--- src/rtl/cdb_arbiter_if.sv ---
// rtl/cdb_arbiter_if.sv - FU result sources and CDB broadcast bundle
interface cdb_arbiter_if #(
    parameter int NUM_SRC = 4,
    parameter int TAG_W   = 3,
    parameter int DATA_W  = 32
);
    logic [NUM_SRC-1:0]        src_valid;
    logic [NUM_SRC*TAG_W-1:0]  src_tag;
    logic [NUM_SRC*DATA_W-1:0] src_data;
    logic [NUM_SRC-1:0]        src_ready;
    logic                      cdb_valid;
    logic [TAG_W-1:0]          cdb_tag;
    logic [DATA_W-1:0]         cdb_data;

    // Functional-unit side: presents results, observes accepts and the broadcast
    modport master (
        output src_valid, src_tag, src_data,
        input  src_ready, cdb_valid, cdb_tag, cdb_data
    );

    // Arbiter side
    modport slave (
        input  src_valid, src_tag, src_data,
        output src_ready, cdb_valid, cdb_tag, cdb_data
    );
endinterface

--- src/rtl/cdb_arbiter.sv ---
// rtl/cdb_arbiter.sv - round-robin CDB arbiter with one holding slot per source
module cdb_arbiter #(
    parameter int NUM_SRC = 4,
    parameter int TAG_W   = 3,
    parameter int DATA_W  = 32
) (
    input  logic          clk,
    input  logic          rst,
    input  logic          flush,
    cdb_arbiter_if.slave  bus
);
    localparam int PTR_W = (NUM_SRC > 1) ? $clog2(NUM_SRC) : 1;

    logic [NUM_SRC-1:0] pending;
    logic [NUM_SRC-1:0] grant;
    logic [NUM_SRC-1:0] ready;
    logic [NUM_SRC-1:0] accept;
    logic [TAG_W-1:0]   slot_tag  [NUM_SRC];
    logic [DATA_W-1:0]  slot_data [NUM_SRC];
    logic [PTR_W-1:0]   rr_ptr;
    logic [PTR_W-1:0]   gnt_idx;
    logic [PTR_W-1:0]   next_ptr;
    logic               gnt_valid;
    logic [PTR_W:0]     scan;
    logic               cdb_valid_q;
    logic [TAG_W-1:0]   cdb_tag_q;
    logic [DATA_W-1:0]  cdb_data_q;

    // Rotating priority scan from rr_ptr; highest k first so the nearest pending slot wins
    always_comb begin
        gnt_valid = 1'b0;
        gnt_idx   = '0;
        scan      = '0;
        for (int k = NUM_SRC - 1; k >= 0; k--) begin
            scan = {1'b0, rr_ptr} + (PTR_W+1)'(k);
            if (scan >= (PTR_W+1)'(NUM_SRC)) begin
                scan = scan - (PTR_W+1)'(NUM_SRC);
            end
            if (pending[scan[PTR_W-1:0]]) begin
                gnt_valid = 1'b1;
                gnt_idx   = scan[PTR_W-1:0];
            end
        end
    end

    // Pointer moves just past the winner so it has lowest priority next time
    always_comb begin
        next_ptr = (gnt_idx == PTR_W'(NUM_SRC - 1)) ? '0 : gnt_idx + 1'b1;
    end

    // A granted slot frees up this cycle, so it can take the next result at once
    for (genvar i = 0; i < NUM_SRC; i++) begin : g_src
        assign grant[i]  = gnt_valid & (gnt_idx == PTR_W'(i));
        assign ready[i]  = ~flush & (~pending[i] | grant[i]);
        assign accept[i] = bus.src_valid[i] & ready[i];
    end

    // Slot occupancy, broadcast register and round-robin pointer
    always_ff @(posedge clk) begin
        if (rst) begin
            pending     <= '0;
            cdb_valid_q <= 1'b0;
            cdb_tag_q   <= '0;
            cdb_data_q  <= '0;
            rr_ptr      <= '0;
        end else if (flush) begin
            pending     <= '0;
            cdb_valid_q <= 1'b0;
        end else begin
            cdb_valid_q <= gnt_valid;
            if (gnt_valid) begin
                cdb_tag_q  <= slot_tag[gnt_idx];
                cdb_data_q <= slot_data[gnt_idx];
                rr_ptr     <= next_ptr;
            end
            for (int i = 0; i < NUM_SRC; i++) begin
                if (accept[i]) begin
                    pending[i]   <= 1'b1;
                    slot_tag[i]  <= bus.src_tag[i*TAG_W +: TAG_W];
                    slot_data[i] <= bus.src_data[i*DATA_W +: DATA_W];
                end else if (grant[i]) begin
                    pending[i] <= 1'b0;
                end
            end
        end
    end

    assign bus.src_ready = ready;
    assign bus.cdb_valid = cdb_valid_q;
    assign bus.cdb_tag   = cdb_tag_q;
    assign bus.cdb_data  = cdb_data_q;
endmodule

--- src/flat_wrapper.sv ---
// flat-port wrapper written by rule: the top's interface ports become plain ports
module cdb_arbiter_flat 
#(
    parameter int NUM_SRC = 4,
    parameter int TAG_W   = 3,
    parameter int DATA_W  = 32
)
  (clk, rst, flush, bus_src_valid, bus_src_tag, bus_src_data, bus_src_ready, bus_cdb_valid, bus_cdb_tag, bus_cdb_data);
  cdb_arbiter_if #(.NUM_SRC(NUM_SRC), .TAG_W(TAG_W), .DATA_W(DATA_W)) bus_i ();
  input  logic clk;
  input  logic rst;
  input  logic flush;
  input wire logic [$bits(bus_i.src_valid)-1:0] bus_src_valid;
  input wire logic [$bits(bus_i.src_tag)-1:0] bus_src_tag;
  input wire logic [$bits(bus_i.src_data)-1:0] bus_src_data;
  output wire logic [$bits(bus_i.src_ready)-1:0] bus_src_ready;
  output wire logic [$bits(bus_i.cdb_valid)-1:0] bus_cdb_valid;
  output wire logic [$bits(bus_i.cdb_tag)-1:0] bus_cdb_tag;
  output wire logic [$bits(bus_i.cdb_data)-1:0] bus_cdb_data;
  assign bus_i.src_valid = bus_src_valid;
  assign bus_i.src_tag = bus_src_tag;
  assign bus_i.src_data = bus_src_data;
  assign bus_src_ready = bus_i.src_ready;
  assign bus_cdb_valid = bus_i.cdb_valid;
  assign bus_cdb_tag = bus_i.cdb_tag;
  assign bus_cdb_data = bus_i.cdb_data;
  cdb_arbiter #(.NUM_SRC(NUM_SRC), .TAG_W(TAG_W), .DATA_W(DATA_W)) u_core (.clk(clk), .rst(rst), .flush(flush), .bus(bus_i));
endmodule
--- config.mk ---
export PLATFORM = sky130hd
export DESIGN_NAME = cdb_arbiter_flat
export DESIGN_NICKNAME = d
export VERILOG_FILES = /design/src/rtl/cdb_arbiter_if.sv /design/src/rtl/cdb_arbiter.sv /design/src/flat_wrapper.sv
export SDC_FILE = /design/constraint.sdc
export NUM_CORES = 1
export LEC_CHECK = 0
export BUFFER_PORTS_ARGS = -buffer_cell sky130_fd_sc_hd__buf_4
export CAP_MARGIN = 20
export CORE_MARGIN = 2
export CORE_UTILIZATION = 55
export DETAILED_ROUTE_END_ITERATION = 7
export PLACE_DENSITY = 0.81
export SLEW_MARGIN = 20
export SYNTH_ARGS = -nofsm -noshare
export SYNTH_HDL_FRONTEND = slang
export SYNTH_SLANG_ARGS = --single-unit
--- constraint.sdc ---
create_clock -name clk -period 9.7 [get_ports clk]
set_input_delay 0 -clock clk [delete_from_list [all_inputs] [get_ports clk]]
set_output_delay 0 -clock clk [all_outputs]
set_load 0.05 [all_outputs]
# After elaboration in Yosys (flattened, before gate mapping)
# Memories as Yosys holds them, arrays and structs flattened. A register that Yosys moved wholly into a read port is not among the register bits.
# Cells that the tools add are included.
[totals]
ff_bits = 7
mem_bits_rw = 140
input_bits = 147
out_inout_bits = 40
wordCells = 100
n_memories = 2
[op_classes]
addsub = 8
n_lt_le_gt_ge = 8
eq_ne = 3
muxes = 45
bitwise = 21
reduce_logical = 7
[mem_list]
columns = ["name", "depth", "width", "rd", "rd_clocked_by_memory_dff", "write_ports", "line_no", "source"]
rows = [
  ["u_core.slot_data", 4, 32, 1, 1, 4, "cdb_arbiter.sv:19", "logic [DATA_W-1:0] slot_data [NUM_SRC];"],
  ["u_core.slot_tag", 4, 3, 1, 1, 4, "cdb_arbiter.sv:18", "logic [TAG_W-1:0] slot_tag [NUM_SRC];"],
]
[ops]
columns = ["operator", "n"]
rows = [
  ["$mux W1", 32],
  ["$mux W2", 9],
  ["$and A1 B1 Y1", 12],
  ["$lt A2 B3 Y1 const B", 4],
  ["$ge A3 B3 Y1 const B", 3],
  ["$bmux W1 S2", 4],
  ["$reduce_bool A2 Y1", 4],
  ["$sub A2 B1 Y2 const B", 4],
  ["$add A2 B2 Y3 const B", 2],
  ["$not A1 Y1", 5],
  ["$eq A2 B2 Y1 const B", 2],
  ["$or A1 B1 Y1", 4],
  ["$add A2 B1 Y3 const B", 1],
  ["$ge A2 B3 Y1 const B", 1],
  ["$add A2 B1 Y2 const B", 1],
  ["$eq A2 B1 Y1 const B", 1],
  ["$logic_not A2 Y1", 1],
  ["$reduce_and A2 Y1", 1],
  ["$reduce_or A2 Y1", 1],
]

# Longest topological paths before layout
# Gate-level depths: netlist of the first run.
[logic_depth]
ltp_word = 18
mapped_depth = 8
mapped_depth_nobuf = 5

# Worst setup path before layout of the first run
# No wires, ideal clock.
[synth_path]
path_kind = "flip-flop to flip-flop"
start = "register u_core.pending[3]"
end = "memory u_core.slot_data[2][0], enable pin"
setup_ns = 0.439
arrival_ns = 2.704
required_time_ns = 9.261
slack_ns = 6.557
path_stages_with_launch = 5
n_path_buf = 1
period_less_slack_ns = 3.143
cell_sequence = "dfxtp_1 > buf_6 > or3_4 > o311a_4 > a21oi_1"
[synth_lines]
columns = ["element", "line_no", "source"]
rows = [
  ["start: declaration", "cdb_arbiter.sv:14", "logic [NUM_SRC-1:0] pending;"],
  ["start signal: assignment", "cdb_arbiter.sv:61", "pending <= '0;"],
  ["start signal: assignment", "cdb_arbiter.sv:67", "pending <= '0;"],
  ["start signal: indexed assignment", "cdb_arbiter.sv:78", "pending[i] <= 1'b1;"],
  ["end: declaration", "cdb_arbiter.sv:19", ""],
]

# Final worst setup path of the first run
[layout_path]
start = "register u_core.rr_ptr[1]"
end = "register u_core.cdb_data_q[18], in the netlist u_core.bus.cdb_data[18], read port of u_core.slot_data"
[layout_between]
elab_chain_len = 10
elab_cells_between_ends = 32
classes_between = "7 x add/sub; 4 x order compare; 20 x mux; 1 x reduce/logical"
[layout_rtl]
columns = ["element", "line_no", "source"]
rows = [
  ["start: declaration", "cdb_arbiter.sv:20", "logic [PTR_W-1:0] rr_ptr;"],
  ["start signal: assignment", "cdb_arbiter.sv:74", "rr_ptr <= next_ptr;"],
  ["$add A2 B2 Y3", "cdb_arbiter.sv:35", "scan = {1'b0, rr_ptr} + (PTR_W+1)'(k);"],
  ["$ge A3 B3 Y1 / $sub A2 B1 Y2 (equally long branches)", "cdb_arbiter.sv:36, cdb_arbiter.sv:37", ""],
  ["$mux W2", "cdb_arbiter.sv:36", "if (scan >= (PTR_W+1)'(NUM_SRC)) begin"],
  ["$bmux W1 S2", "cdb_arbiter.sv:39", "if (pending[scan[PTR_W-1:0]]) begin"],
  ["$mux W1 (implied by the code)", "cdb_arbiter.sv:39", ""],
  ["$mux W1 (4 in series)", "cdb_arbiter.sv:39", ""],
  ["$reduce_and A2 Y1 (no line)", "-", ""],
  ["end: declaration", "cdb_arbiter.sv:27", "logic [DATA_W-1:0] cdb_data_q;"],
]
# Parallel ways exist; a longest one is shown, timed or not. The select of a mux whose other input is x is not followed.
# A chain may end at the register's enable or synchronous reset.

==> results.py, run 1 <==
metrics = {
    "route": {
        "via_per_inst": 6.04,
        "drt_iter0_markers": 784,
        "num_vias": 5392,
        "antenna_left": 0,
        "drc": 7,
        "wl_um": 21600,
        "wl_per_cell_um": 24.1,
        "drt-pass1-iter-count": 8,
    },
    "placed_design": {
        "port_buffers": 186,
        "place_ws_ns": 7.20,
        "dpl.hpwl_um": 9660,
        "place.gp.congestion": 0.824,
    },
    "floorplanning": {
        "dieArea_um2": 12800,
        "die_h_um": 113,
        "die_width_um": 113,
        "core_area_um2": 11500,
        "row_count": 39,
        "pin_count": 187,
        "start_util_pct": 56.9,
    },
    "sta": {
        "drv_slew": 0,
        "finalCritPeriodShare_pct": 28.4,
        "fin_setup_tns_ns": 0,
        "max_freq_mhz": 363,
        "hold_ws_ns": 0.0614,
        "setup_viol": 0,
        "fin_skew_ns": 0.0116,
        "fin_crit_ns": 2.75,
        "slew_headroom_pct": 34.2,
        "worst_pin_slew_ns": 0.985,
        "worst_slack_ns": 6.95,
        "rsz0062_at_grt": "false",
        "finalHoldViolations": 0,
    },
    "clock_tree": {
        "cts_buffer_depth": 2,
        "cts_hold_buffers": 146,
        "clkTransAtPathRegs_ns": 0.07,
        "cts.sinks": 182,
        "cts_tree": "done",
        "clock_latency_ns": 0.43,
        "post_cts_buffers": 0,
        "post_cts_resized": 0,
        "cts_made_buffers": 17,
        "root_buffer": "clkbuf_16",
        "htree_levels": 4,
    },
    "yosys": {
        "syn_nets": 559,
        "netlist_area_um2": 6550,
        "ys_seq_area_share_pct": 77.0,
        "yosysWarnings": 0,
        "synthCells": 412,
        "avgSynthCellArea_um2": 15.9,
        "post_synth_num_cell_types": 34,
        "postSynthRegisterBits": 182,
    },
    "critical_path": {
        "cp_slowest_cell": "nor3b_4",
        "crit_path_cell_trace": "nand2b_1 -> a21oi_1 -> nor3b_4 -> buf_4 -> a222oi_1 -> a311oi_1",
        "critPathMaxFanout": 19,
        "endpoint_kind": "register",
        "required_ns": 10.01,
        "worstSetupStartpointType": "register",
        "path_class": "reg2reg",
        "cp_top_family": "simple AND/OR/NAND/NOR gates",
        "crit_arrival_ns": 3.06,
        "critPathBufInv": 1,
        "max_stage_delay_ns": 0.78,
    },
    "layout": {
        "multi_input_area_um2": 1320,
        "drive_gt1_share_pct": 31.5,
        "nets": 884,
        "mostFrequentLayoutCells": "buf_4 (191), dlygate4sd3_1 (146), edfxtp_1 (140)",
        "final_common_cell": "buf_4",
        "area_growth_pct": 54.5,
        "regArea_um2": 5040,
        "diodes": 0,
        "fillers": 433,
    },
    "grt": {
        "grt_start_max_net_pins": 42,
        "grt_overflow": 0,
        "grt_pass1_vias": 5816,
        "antenna_found_initial": 0,
        "grt.total_usage_pct": 34.5,
        "grt_pass1_wl_um": 32100,
    },
    "pwr": {
        "vdd_ir_drop_max_mv": 0.239,
        "p_per_area_nw_per_um2": 188,
        "power.leakage_nw": 3.79,
    },
    "min_path": {
        "hold_class": "in2reg",
    },
    "outcome": {
        "status": "finished, violations left",
        "violations": "DRC",
    },
    "run": {
        "maxCapViolCount": 0,
    },
}
-- sequential cells by signal (all words and copies together), names as in the netlist --
signal                flops
u_core.pending            4
u_core.bus.cdb_valid      1
u_core.rr_ptr             2
u_core.slot_data        128
u_core.bus.cdb_tag        3
u_core.bus.cdb_data      32
u_core.slot_tag          12
-- cells in the mapped netlist --
library cell  count  share of area, %
o311a_4           1              0.32
o22a_2            1              0.15
nor2b_2           1              0.13
nand2b_1          4              0.38
and2b_1           1              0.11
dfxtp_1          42                13
nor2_8            1              0.31
o21ai_1           1             0.076
o21ai_0           2              0.15
buf_2             7              0.53
or3_4             1              0.17
buf_8             3              0.69
nor2b_1           3              0.29
o221ai_1          1              0.13
buf_1             2              0.11
nand2_1          38               2.2
nor2_1           43               2.5
o21a_1            2              0.23
clkbuf_1         13              0.75
buf_4             1              0.11
a311oi_1         37               4.9
and3_1            2              0.19
a21boi_0          1              0.11
nand3_1           2              0.15
nor3_1            3              0.23
nand2_2           1             0.096
inv_1             3              0.17
nor2_4            1              0.17
edfxtp_1        140                64
clkinv_2          1             0.076
a222oi_1         35               5.3
a21oi_1          11              0.84
nor3b_4           1              0.29
buf_6             6               1.0
-- final timing paths --
| check | from | endpoint | slack, ns | depth (start not counted) |
|---|---|---|---|---|
| worst max register to register | u_core.rr_ptr[1] | u_core.bus.cdb_data[18] | 6.95 | 6 |
| worst min-delay path | rst | u_core.bus.cdb_valid | 0.06 | 2 |
| worst min register to register | u_core.bus.cdb_data[23] | u_core.bus.cdb_data[23] | 0.51 | 2 |
| worst max-delay path | u_core.rr_ptr[1] | u_core.bus.cdb_data[18] | 6.95 | 6 |
-- cell families (layout without fill, tap and decap cells) --
| group | count (synthesis) | in the layout | synth area share, % |
|---|---|---|---|
| compound gates | 92 | 92 | 12.3 |
| simple gates | 102 | 102 | 7.16 |
| flops | 182 | 182 | 77.0 |
| buf+inv | 36 | 374 | 3.48 |
-- cell type report --
cell class	count	share of cell area, %
flip-flops and latches	182	49.9
repair buffers	338	28.8
multi-input cells	194	13.0
clock buffers	18	4.34
clock inverters	14	1.99
well taps	143	1.77
inverters	4	0.161
-- power breakdown --
part	leakage (nW)	internal [mW]	switching [mW]
clock	0.306	0.441	0.304
combinational	1.85	0.121	0.142
sequential	1.63	0.874	0.0200
total	3.79	1.44	0.467
-- through the flow --
stage          cell area [µm²]  total power, mW  util [%]  cells
5_1_grt                  10100             1.95      87.8    893
6_report                 10100             1.90      87.8    893
3_3_place_gp              7990             1.10      69.4    714
4_1_cts                  10100             1.88      87.8    893
2_1_floorplan             6550             1.02         -    412
3_5_place_dp              8010             1.11      69.6    715
-- routing by layer --
layer  track usage [%]  routed length (µm)  up-vias
met2              60.9               11400      457
met3              8.30                2140       87
met4              21.2                1210        0
met1              37.5                6830     2558
li1                  -                   -     2290
met5                 0                   0        -
(Power assumes the default switching activity.)
==> inputs of run 2 (changes only) <==
--- a/config.mk
+++ b/config.mk
@@ -8,9 +8,9 @@
 export BUFFER_PORTS_ARGS = -buffer_cell sky130_fd_sc_hd__buf_4
 export CAP_MARGIN = 20
 export CORE_MARGIN = 2
-export CORE_UTILIZATION = 55
+export CORE_UTILIZATION = 46
 export DETAILED_ROUTE_END_ITERATION = 7
-export PLACE_DENSITY = 0.81
+export PLACE_DENSITY = 0.72
 export SLEW_MARGIN = 20
 export SYNTH_ARGS = -nofsm -noshare
 export SYNTH_HDL_FRONTEND = slang
==> constraint.sdc (replaced) <==
create_clock -name clk -period 2.3 [get_ports clk]
set_input_delay 0 -clock clk [delete_from_list [all_inputs] [get_ports clk]]
set_output_delay 0 -clock clk [all_outputs]
set_load 0.05 [all_outputs]
==> run 2 against run 1 <==
Via count is 3.9% lower. The flow now finishes without violations. Cell count increased by 5.6%. Highest routed layer unchanged. Setup slack worse by 6.7 ns. Utilization decreased by 14 points. Sequential power rose to 4.2 times the previous value. Critical path type unchanged.
==> results.py, run 2 (synthesis gave the netlist of run 1 again) <==
metrics = {
    "outcome": {
        "status": "finished clean",
    },
    "sta": {
        "fin_skew_ns": 0.00965,
        "fin_setup_tns_ns": 0,
        "finalCritPeriodShare_pct": 90.8,
        "drv_slew": 0,
        "slew_headroom_pct": 62.1,
        "finalHoldViolations": 0,
        "rsz0062_at_grt": "false",
        "worst_pin_slew_ns": 0.569,
        "setup_viol": 0,
        "max_freq_mhz": 479,
        "fin_crit_ns": 2.09,
    },
    "critical_path": {
        "required_ns": 2.62,
        "r2r_slack_ns": 0.21,
        "crit_path_cell_trace": "nand2b_1 -> a21oi_1 -> nor3b_4 -> buf_4 -> a222oi_1 -> a311oi_1",
        "reg2reg_depth": 6,
        "max_stage_delay_ns": 0.55,
        "worstSetupStartpointType": "register",
        "r2r-end": "u_core.bus.cdb_data[13]",
        "crit_arrival_ns": 2.41,
        "endpoint_kind": "register",
        "cp_top_family": "simple AND/OR/NAND/NOR gates",
        "critPathMaxFanout": 13,
        "cp_slowest_cell": "dfxtp_1",
        "path_class": "reg2reg",
        "r2r_start": "u_core.rr_ptr[1]",
        "critPathBufInv": 1,
    },
    "pwr": {
        "vdd_ir_drop_max_mv": 0.571,
        "power.leakage_nw": 3.83,
        "p_per_area_nw_per_um2": 750,
        "total_power_mw": 7.64,
    },
    "clock_tree": {
        "root_buffer": "clkbuf_16",
        "post_cts_buffers": 0,
        "cts_hold_buffers": 146,
        "htree_levels": 4,
        "post_cts_resized": 0,
        "cts_buffer_depth": 2,
        "cts_made_buffers": 17,
        "clock_latency_ns": 0.43,
        "cts.sinks": 182,
        "cts_tree": "done",
        "clkTransAtPathRegs_ns": 0.07,
    },
    "min_path": {
        "hold_class": "in2reg",
        "hold_end": "u_core.slot_data[1][30]",
        "hold_depth": 3,
        "hp-start": "bus_src_valid[1]",
    },
    "layout": {
        "drive_gt1_share_pct": 32.6,
        "largest_reg_flops": 128,
        "final_common_cell": "buf_4",
        "top_register": "u_core.slot_data",
        "utilization_pct": 73.4,
        "area_growth_pct": 55.7,
        "stdcell_count": 943,
        "mostFrequentLayoutCells": "buf_4 (203), dlygate4sd3_1 (146), edfxtp_1 (140)",
        "diodes": 0,
        "nets": 897,
    },
    "placed_design": {
        "place.gp.congestion": 0.827,
        "port_buffers": 186,
        "dpl.hpwl_um": 10900,
        "dp_cells": 765,
    },
    "floorplanning": {
        "start_util_pct": 47.2,
        "die_width_um": 123,
        "core_area_um2": 13900,
        "row_count": 43,
        "die_h_um": 123,
        "pin_count": 187,
        "dieArea_um2": 15200,
    },
    "grt": {
        "grt.total_usage_pct": 26.4,
        "antenna_found_initial": 0,
        "grt_overflow": 0,
        "grt_pass1_vias": 5481,
        "grt_pass1_wl_um": 29000,
        "grt_start_max_net_pins": 52,
    },
    "route": {
        "via_per_inst": 5.49,
        "drt-pass1-iter-count": 6,
        "wl_um": 19600,
        "num_vias": 5181,
        "wl_per_cell_um": 20.8,
        "drc": 0,
        "drt_iter0_markers": 553,
        "antenna_left": 0,
    },
    "run": {
        "maxCapViolCount": 0,
    },
}
-- run 2: worst max-delay path by stage --
stage	startpoint	to	slack, ns	cells after the start
floorplan	u_core.pending[3]	u_core.slot_data[2][0]	-0.06	4
global placement	u_core.rr_ptr[1]	u_core.bus.cdb_data[6]	0.37	6
detailed placement	u_core.rr_ptr[1]	u_core.bus.cdb_data[10]	0.23	6
CTS	u_core.rr_ptr[1]	u_core.bus.cdb_data[0]	0.22	6
global route	u_core.rr_ptr[1]	u_core.bus.cdb_data[13]	0.05	6
finish	u_core.rr_ptr[1]	u_core.bus.cdb_data[13]	0.21	6
-- run 2: worst reg2reg max path, delay by kind of cell (launching register included) --
kind / cells / cell delay [ns]
buf+inv: 1 / 0.28
simple gates: 2 / 0.62
flops: 1 / 0.55
compound gates: 3 / 0.54
-- run 2: area by class of cell --
cell class	count	area (µm²)
clock buffer	17	425
clock inverter	15	139
fill	836	3690
inverter	4	16.3
multi-input combinational	194	1320
sequential	182	5040
tap	180	225
timing repair buffer	351	3030
-- run 2: power breakdown --
group          total, mW  switching [mW]  internal, mW
Sequential          3.76          0.0733          3.68
Combinational       1.11           0.584         0.527
Clock               2.77            1.34          1.43
Total               7.64            2.00          5.64
-- run 2: stage by stage --
step | hold slack [ns] | area [µm²] | setup slack [ns]
2_1_floorplan | 0.0989 | 6560 | -0.0568
3_3_place_gp | 0.178 | 8170 | 0.366
3_5_place_dp | 0.179 | 8170 | 0.230
4_1_cts | 0.0122 | 10200 | 0.224
5_1_grt | 0.0436 | 10200 | 0.0513
6_report | 0.0398 | 10200 | 0.211
-- run 2: layer usage --
| metal | wire, µm | track usage [%] | vias to the layer above |
|---|---|---|---|
| li1 | - | - | 2334 |
| met1 | 7160 | 30.2 | 2533 |
| met2 | 10600 | 48.0 | 277 |
| met3 | 1460 | 6.04 | 37 |
| met4 | 449 | 9.80 | 0 |
| met5 | 0 | 0 | - |
==> inputs of run 3 (changes only) <==
--- a/config.mk
+++ b/config.mk
@@ -5,12 +5,12 @@
 export SDC_FILE = /design/constraint.sdc
 export NUM_CORES = 1
 export LEC_CHECK = 0
-export BUFFER_PORTS_ARGS = -buffer_cell sky130_fd_sc_hd__buf_4
 export CAP_MARGIN = 20
 export CORE_MARGIN = 2
-export CORE_UTILIZATION = 46
+export CORE_UTILIZATION = 56
 export DETAILED_ROUTE_END_ITERATION = 7
-export PLACE_DENSITY = 0.72
+export DONT_BUFFER_PORTS = 1
+export PLACE_DENSITY = 0.71
 export SLEW_MARGIN = 20
 export SYNTH_ARGS = -nofsm -noshare
 export SYNTH_HDL_FRONTEND = slang
==> run 3 against run 2 <==
The run now fails in clock tree synthesis. Synthesized area did not move. Synthesized cell count unchanged.
==> results.py, run 3 <==
metrics = {
    "outcome": {
        "status": "aborted with a tool error",
        "failing_step": "clock tree synthesis",
        "tool.error": "[ERROR RSZ-0060] Max buffer count reached.",
    },
    "clock_tree": {
        "post_cts_buffers": 0,
        "htree_levels": 4,
        "post_cts_resized": 0,
        "cts_made_buffers": 17,
        "cts_hold_buffers": 116,
        "cts.sinks": 182,
        "root_buffer": "clkbuf_16",
        "cts_buffer_depth": 2,
    },
    "yosys": {
        "ys_seq_area_share_pct": 77.0,
        "netlist_area_um2": 6550,
        "synthMuxAreaShare_pct": 0,
        "synthCells": 412,
        "async_flop_share_pct": 0,
        "synth_compound_area_share_pct": 12.3,
        "avgSynthCellArea_um2": 15.9,
        "synth_simple_gate_area_share_pct": 7.16,
        "synth_top_family_by_area": "compound AO/OA/AOI/OAI gates",
        "synth_edf_count": 140,
        "synth.top_cell.area_share_pct": 64.2,
        "ys_top_cells_by_area": "edfxtp_1 (64%), dfxtp_1 (13%), a222oi_1 (5.3%), a311oi_1 (4.9%), nor2_1 (2.5%)",
        "syn_nets": 559,
        "postSynthRegisterBits": 182,
        "synthTopCellsByCount": "edfxtp_1 (140), nor2_1 (43), dfxtp_1 (42)",
        "yosysWarnings": 0,
        "synth-xor-area-share_pct": 0,
        "post_synth_num_cell_types": 34,
        "synth-adder-area-share_pct": 0,
        "synth_top_flop_cell": "edfxtp_1",
        "synth.largest_area_cell": "edfxtp_1",
        "synth_most_common_cell": "edfxtp_1",
    },
    "placed_design": {
        "dpl.hpwl_um": 8970,
        "port_buffers": 0,
        "place.gp.congestion": 0.877,
        "placed_cell_area_um2": 6720,
    },
    "floorplanning": {
        "row_count": 39,
        "die_h_um": 112,
        "die_width_um": 112,
        "pin_count": 187,
        "start_util_pct": 57.4,
    },
}
## run 3: logic make-up after synthesis
| kind of cell | after synthesis |
|---|---|
| AOI/OAI and AO/OA | 92 |
| buffers and inverters | 36 |
| DFF | 182 |
| and+or+nand+nor | 102 |
## run 3: metrics by stage
| stage | TNS, ns | instances | util [%] | worst slack [ns] |
|---|---|---|---|---|
| after global placement | 0 | 543 | 58.9 | 0.315 |
| after detailed placement | 0 | 543 | 58.9 | 0.221 |
| after floorplan | -1.99 | 412 | - | -0.0568 |
==> inputs of run 4 (changes only) <==
--- a/config.mk
+++ b/config.mk
@@ -7,10 +7,10 @@
 export LEC_CHECK = 0
 export CAP_MARGIN = 20
 export CORE_MARGIN = 2
-export CORE_UTILIZATION = 56
+export CORE_UTILIZATION = 40
 export DETAILED_ROUTE_END_ITERATION = 7
 export DONT_BUFFER_PORTS = 1
-export PLACE_DENSITY = 0.71
+export PLACE_DENSITY_LB_ADDON = 0.15
 export SLEW_MARGIN = 20
 export SYNTH_ARGS = -nofsm -noshare
 export SYNTH_HDL_FRONTEND = slang
==> constraint.sdc (replaced) <==
create_clock -name clk -period 2.99 [get_ports clk]
set_input_delay 0 -clock clk [delete_from_list [all_inputs] [get_ports clk]]
set_output_delay 0 -clock clk [all_outputs]
set_load 0.05 [all_outputs]
==> run 4 against run 3 <==
The flow again stops in clock tree synthesis. Synthesized area is the same. Synthesized cell count is the same.
==> results.py, run 4 <==
metrics = {
    "outcome": {
        "status": "aborted with a tool error",
        "failing_step": "clock tree synthesis",
        "tool.error": "[ERROR RSZ-0060] Max buffer count reached.",
    },
    "clock_tree": {
        "cts_made_buffers": 17,
        "post_cts_resized": 0,
        "htree_levels": 4,
        "cts_hold_buffers": 129,
        "cts.sinks": 182,
        "post_cts_buffers": 0,
        "root_buffer": "clkbuf_16",
        "cts_buffer_depth": 2,
    },
    "placed_design": {
        "place.gp.congestion": 0.741,
        "port_buffers": 0,
        "dpl.hpwl_um": 9730,
    },
    "yosys": {
        "synthCells": 412,
        "netlist_area_um2": 6550,
        "syn_nets": 559,
        "ys_seq_area_share_pct": 77.0,
        "post_synth_num_cell_types": 34,
        "synth.largest_area_cell": "edfxtp_1",
        "synth_edf_count": 140,
        "yosysWarnings": 0,
        "postSynthRegisterBits": 182,
        "synth_top_flop_cell": "edfxtp_1",
        "synthTopCellsByCount": "edfxtp_1 (140), nor2_1 (43), dfxtp_1 (42)",
        "ys_top_cells_by_area": "edfxtp_1 (64%), dfxtp_1 (13%), a222oi_1 (5.3%), a311oi_1 (4.9%), nor2_1 (2.5%)",
        "synth_most_common_cell": "edfxtp_1",
        "avgSynthCellArea_um2": 15.9,
        "async_flop_share_pct": 0,
        "synth.top_cell.area_share_pct": 64.2,
    },
    "floorplanning": {
        "start_util_pct": 41.1,
        "die_width_um": 132,
        "die_h_um": 132,
        "row_count": 46,
        "pin_count": 187,
    },
}
==> run 4: cells by family after synthesis <==
logic type	share of synthesized area, %
AOI/OAI and AO/OA	12.3
and+or+nand+nor	7.16
buffers and inverters	3.48
DFF	77.0
==> run 4: stage by stage <==
step / instance area, µm² / util, % / hold slack, ns / setup slack (ns) / cells
after floorplan: 6560 / - / 0.0989 / 0.231 / 412
after global placement: 6750 / 42.4 / 0.0778 / 0.702 / 608
after detailed placement: 6750 / 42.4 / 0.0796 / 0.611 / 608
